`config.mk`:
```
export PLATFORM = sky130hd
export DESIGN_NAME = io_handshake_ctrl
export DESIGN_NICKNAME = d
export VERILOG_FILES = /design/src/rtl/io_pkg.sv /design/src/rtl/io_debounce.sv /design/src/rtl/io_handshake_ctrl.sv
export SDC_FILE = /design/constraint.sdc
export NUM_CORES = 1
export LEC_CHECK = 0
export BUFFER_PORTS_ARGS = -buffer_cell sky130_fd_sc_hd__buf_2
export CAP_MARGIN = 20
export CORE_MARGIN = 2
export CORE_UTILIZATION = 51
export DETAILED_ROUTE_END_ITERATION = 10
export PLACE_DENSITY = 0.81
export SKIP_CTS_REPAIR_TIMING = 1
export SYNTH_ARGS = -nofsm -noshare
export SYNTH_HDL_FRONTEND = slang
export SYNTH_HIERARCHICAL = 1
export SYNTH_SLANG_ARGS = --single-unit
```
`constraint.sdc`:
```
create_clock -name clock -period 3.15 [get_ports clock]
set_input_delay 0.4725 -clock clock [delete_from_list [all_inputs] [get_ports clock]]
set_output_delay 0.4725 -clock clock [all_outputs]
set_load 0.005 [all_outputs]
```
`src/rtl/io_pkg.sv`:
```
// Shared encodings and helpers for the accumulator processor's I/O handshake block.
package io_pkg;

    localparam int unsigned WORD_W     = 32;
    localparam int unsigned IO_IN_BIT  = 0;
    localparam int unsigned IO_OUT_BIT = 1;

    typedef enum logic [1:0] {
        IDLE         = 2'd0,
        WAIT_PRESS   = 2'd1,
        WAIT_RELEASE = 2'd2,
        DONE         = 2'd3
    } io_state_t;

    typedef enum logic {
        KIND_BRK = 1'b0,
        KIND_IN  = 1'b1
    } io_kind_t;

    // Two's-complement word to display magnitude; 0x80000000 maps to itself.
    function automatic logic [WORD_W-1:0] sign_mag(input logic [WORD_W-1:0] value);
        return value[WORD_W-1] ? ~(value - WORD_W'(1)) : value;
    endfunction

endpackage

```
`src/rtl/io_debounce.sv`:
```
// Push-button synchronizer and debouncer producing one-cycle rise/fall pulses.
module io_debounce #(
    parameter int unsigned DEBOUNCE_CYCLES = 50000,
    parameter int unsigned SYNC_STAGES     = 2
) (
    input  logic clock,
    input  logic reset,
    input  logic button,
    output logic btn_rise,
    output logic btn_fall
);

    localparam int unsigned CNT_W = $clog2(DEBOUNCE_CYCLES + 1);

    logic [SYNC_STAGES-1:0] sync;
    logic [CNT_W-1:0]       cnt;
    logic                   btn_sync;
    logic                   btn_db;
    logic                   accept;

    assign btn_sync = sync[SYNC_STAGES-1];

    // Pulses fire in the cycle the new level is accepted, so a consumer
    // clocking on the same edge sees the change together with btn_db.
    assign accept   = (btn_sync != btn_db) && (cnt == CNT_W'(DEBOUNCE_CYCLES - 1));
    assign btn_rise = accept && btn_sync;
    assign btn_fall = accept && !btn_sync;

    always_ff @(posedge clock) begin
        if (reset) begin
            sync <= '0;
        end else begin
            sync <= {sync[SYNC_STAGES-2:0], button};
        end
    end

    always_ff @(posedge clock) begin
        if (reset) begin
            cnt    <= '0;
            btn_db <= 1'b0;
        end else if (btn_sync == btn_db) begin
            cnt <= '0;
        end else if (accept) begin
            cnt    <= '0;
            btn_db <= btn_sync;
        end else begin
            cnt <= cnt + CNT_W'(1);
        end
    end

endmodule

```
`src/rtl/io_handshake_ctrl.sv`:
```
// Stalls the core on IN/BRK until a debounced button press and release,
// captures the switch word, and drives the sign-magnitude display for OUT.
module io_handshake_ctrl
    import io_pkg::*;
#(
    parameter int unsigned DEBOUNCE_CYCLES = 50000,
    parameter int unsigned SYNC_STAGES     = 2
) (
    input  logic              clock,
    input  logic              reset,
    input  logic [1:0]        IOSignal,
    input  logic              BRKSig,
    input  logic              button,
    input  logic [WORD_W-1:0] Input,
    input  logic [WORD_W-1:0] OutputRegister,
    output logic              stall,
    output logic [WORD_W-1:0] InputRegister,
    output logic              input_valid,
    output logic [WORD_W-1:0] Output,
    output logic              Negative,
    output logic              waiting
);

    io_state_t state, state_nxt;
    io_kind_t  kind, kind_nxt;
    logic      capture;
    logic      btn_rise;
    logic      btn_fall;
    logic      req_in;

    assign req_in = IOSignal[IO_IN_BIT];

    io_debounce #(
        .DEBOUNCE_CYCLES(DEBOUNCE_CYCLES),
        .SYNC_STAGES    (SYNC_STAGES)
    ) u_debounce (
        .clock   (clock),
        .reset   (reset),
        .button  (button),
        .btn_rise(btn_rise),
        .btn_fall(btn_fall)
    );

    always_comb begin
        state_nxt   = state;
        kind_nxt    = kind;
        capture     = 1'b0;
        stall       = 1'b0;
        input_valid = 1'b0;
        waiting     = 1'b0;
        unique case (state)
            IDLE: begin
                // Stall in the request's first cycle so the PC never moves past it.
                if (req_in || BRKSig) begin
                    stall     = 1'b1;
                    state_nxt = WAIT_PRESS;
                    kind_nxt  = req_in ? KIND_IN : KIND_BRK;
                end
            end
            WAIT_PRESS: begin
                stall   = 1'b1;
                waiting = 1'b1;
                if (btn_rise) begin
                    capture   = (kind == KIND_IN);
                    state_nxt = WAIT_RELEASE;
                end
            end
            WAIT_RELEASE: begin
                stall   = 1'b1;
                waiting = 1'b1;
                if (btn_fall) begin
                    state_nxt = DONE;
                end
            end
            DONE: begin
                input_valid = (kind == KIND_IN);
                state_nxt   = IDLE;
            end
            default: state_nxt = IDLE;
        endcase
    end

    always_ff @(posedge clock) begin
        if (reset) begin
            state         <= IDLE;
            kind          <= KIND_BRK;
            InputRegister <= '0;
            Output        <= '0;
            Negative      <= 1'b0;
        end else begin
            state <= state_nxt;
            kind  <= kind_nxt;
            if (capture) begin
                InputRegister <= Input;
            end
            if (IOSignal[IO_OUT_BIT] && !stall) begin
                Output   <= sign_mag(OutputRegister);
                Negative <= OutputRegister[WORD_W-1];
            end
        end
    end

endmodule
```
==> flow_summary.json <==
{
  "slew_headroom_pct": 61.46,
  "layout-drive-gt1-share_pct": 28.75,
  "max_freq_ghz": 0.4155,
  "multi_input_area_sq_um": 2261,
  "setup_ws_ps": 743.1,
  "postSynthCellCount": 491,
  "grt_first_pass_wirelength_microns": 17050,
  "antenna_found_initial": 0,
  "yosys.area.top_type": "dfxtp_1",
  "grt_pass1_vias": 3755,
  "cts_root_buf": "clkbuf_8",
  "status": "complete, no violations",
  "crit_buf_inv": 1,
  "cp_slowest_cell": "or4b_4",
  "design.portCount": 138,
  "path_common_cell": "nand2_1",
  "yosysTopAreaCellShare_pct": 41.98,
  "min_path_type": "in2reg",
  "comb_power_share_pct": 27.2,
  "synth_area_leaders": "dfxtp_1 42%, nand2_1 7.1%, a21oi_1 4.8%, nor2_1 4.6%, xor2_1 4.4%",
  "max_stage_delay_ps": 550,
  "seq_power_share_pct": 45.4,
  "drc": 0,
  "p_clk_share_pct": 27.4,
  "fin_total_pwr_mw": 3.007,
  "p_leak_nw": 2.107,
  "startpoint_type": "flip-flop",
  "ir_drop_v": 0.0003938,
  "wl_microns": 10370,
  "dpl.hpwl_microns": 7730,
  "synthTopCellsByCount": "87 x dfxtp_1, 78 x nand2_1, 51 x nor2_1, 40 x a21oi_1, 23 x a211oi_1",
  "powerDensity_nw_per_um2": 584.3,
  "fin_setup_tns_ps": 0,
  "ys_seq_area_share_pct": 41.98,
  "drt_pass1_iterations": 4,
  "die-area_sq_um": 8873,
  "die_x_microns": 94.20,
  "fin_skew_ps": 13.46,
  "regArea_sq_um": 1742,
  "ys_ff_latch": 87,
  "gp_congestion": 0.8443,
  "arrival_ps": 2680,
  "synthArstFlopShare_pct": 0,
  "vias": 3983,
  "rows": 32,
  "period_minus_slack_ps": 2407,
  "top_layer": "met4",
  "fillCellCount": 676,
  "die_h_microns": 94.20,
  "clk_pin_slew_ps": 100,
  "final_nets": 699,
  "syn_to_final_growth_pct": 24.04,
  "avgSynthCellArea_sq_um": 8.450,
  "cts_buffers": 9,
  "synth_edf_count": 0,
  "grt_max_degree": 39,
  "crit_type": "reg2reg",
  "worst_ep_required_time_ps": 3430,
  "syn_area_sq_um": 4149,
  "tightest_slew_ps": 574.3,
  "hold_viol": 0,
  "diodes": 0,
  "wire_per_inst_microns": 14.24,
  "switching_share_pct": 32.20,
  "rsz0062_at_grt": "no",
  "gr-total-overflow": 0,
  "core_area_sq_um": 7807,
  "drv_slew": 0,
  "grt_usage_pct": 23.95,
  "switching_power_uw": 968.2,
  "wl_met3_microns": 577,
  "cts_htree_levels": 3,
  "drv_cap": 0,
  "path_delay_family": "simple AND/OR/NAND/NOR gates",
  "cts_sinks": 87,
  "dr_wl_met2_microns": 5207,
  "synth_cell_type_count": 54,
  "synth_ff_type": "dfxtp_1",
  "worstPathMaxFanout": 32,
  "crit_chain": "or4b_4, nor4_1, nand2_1, nor2_1, and3_1, buf_4, nand2_1, a21oi_1",
  "yosys_warnings": 6,
  "clockBufferDepth": 2,
  "end_kind": "flip-flop",
  "via_per_inst": 5.471,
  "synth_most_common_cell": "dfxtp_1",
  "m1WireLength_microns": 4447,
  "tritoncts": "built",
  "synth_nets": 569,
  "fin_crit_sh_pct": 76.41,
  "clk_latency_ps": 360,
  "start_util_pct": 53.14,
  "ant_nets": 0,
  "port_buffers": 137,
  "setup_viol": 0,
  "initialDrtViolationCount": 161,
  "place_ws_ps": 617.7,
  "p_int_mw": 2.039
}
## area by class of cell
type                    count  area share (%)
multi-input cells         365           43.93
flip-flops and latches     87           33.84
inverters                  11          0.8023
well taps                 102           2.480
clock inverters             6           1.483
repair buffers            147           14.78
clock buffers              10           2.674
## cell usage in the layout, fill, tap and decap left out, types with 7 or more instances in the layout
cell	instances
ha_1	8
o31ai_1	8
nor3_1	10
nand2b_1	10
nand3_1	8
nand2_1	78
nor2_1	51
a211oi_1	22
nor2b_1	11
a21oi_1	40
mux2i_1	7
xor2_1	21
clkbuf_8	10
nand4_1	7
dfxtp_1	87
buf_2	137
inv_1	10
o21ai_1	9
buf_4	10
xnor2_1	14
## power groups by stage
stage	logic, mW	registers, mW	clock network (mW)
after detailed placement	0.824	1.39	0
after global placement	0.794	1.38	0
after global routing	0.914	1.39	0.884
final	0.817	1.37	0.824
after floorplan	0.450	1.39	0
after CTS	0.827	1.37	0.835
## flip-flops by register name, summed over array words and instances (netlist names)
register	flops
Output	32
kind	1
Negative	1
u_debounce/btn_db	1
state	2
u_debounce/sync	2
InputRegister	32
u_debounce/cnt	16
## cell families (layout without fill, tap and decap cells)
group / count (synthesis) / after routing / synth area share (%)
and+or+nand+nor: 210 / 210 / 25.94
AOI/OAI and AO/OA: 104 / 104 / 16.50
DFF: 87 / 87 / 41.98
buffers and inverters: 39 / 174 / 3.830
xor gates and xnor gates: 35 / 35 / 7.389
adders and majority gates: 8 / 8 / 2.413
muxes: 8 / 8 / 1.960
## worst paths after layout
kind / startpoint / to / slack, ps / cells past startpoint
worst min-delay path: Input[3] / InputRegister[3]$_SDFFE_PP0P_ / 340 / 3
worst min register to register: InputRegister[7]$_SDFFE_PP0P_ / InputRegister[7]$_SDFFE_PP0P_ / 450 / 2
worst max-delay path: u_debounce/cnt[11]$_SDFF_PP0_ / InputRegister[17]$_SDFFE_PP0P_ / 740 / 8
worst max register to register: u_debounce/cnt[11]$_SDFF_PP0_ / InputRegister[17]$_SDFFE_PP0P_ / 740 / 8
## tightest hold or removal path: cells and delay by family
family	cells	cell delay, ps
buffers and inverters	1	90
AND/OR/NAND/NOR	1	40
AO/OA/AOI/OAI	1	50
## through the flow
| stage | util (%) | cell area (sq um) | instances | hold WS [ps] |
|---|---|---|---|---|
| floorplan | - | 4149 | 491 | 413.8 |
| global placement | 63.17 | 4932 | 712 | 430.8 |
| detailed placement | 63.17 | 4932 | 712 | 440.8 |
| CTS | 65.91 | 5146 | 728 | 333.3 |
| global route | 65.91 | 5146 | 728 | 335.3 |
| finish | 65.91 | 5146 | 728 | 341.9 |
## routing by layer
layer	GRT usage, %	vias up
met4	7.488	0
met5	0	-
li1	-	1985
met2	42.44	103
met1	28.84	1881
met3	5.136	14
Power figures use the tool's default switching activity.
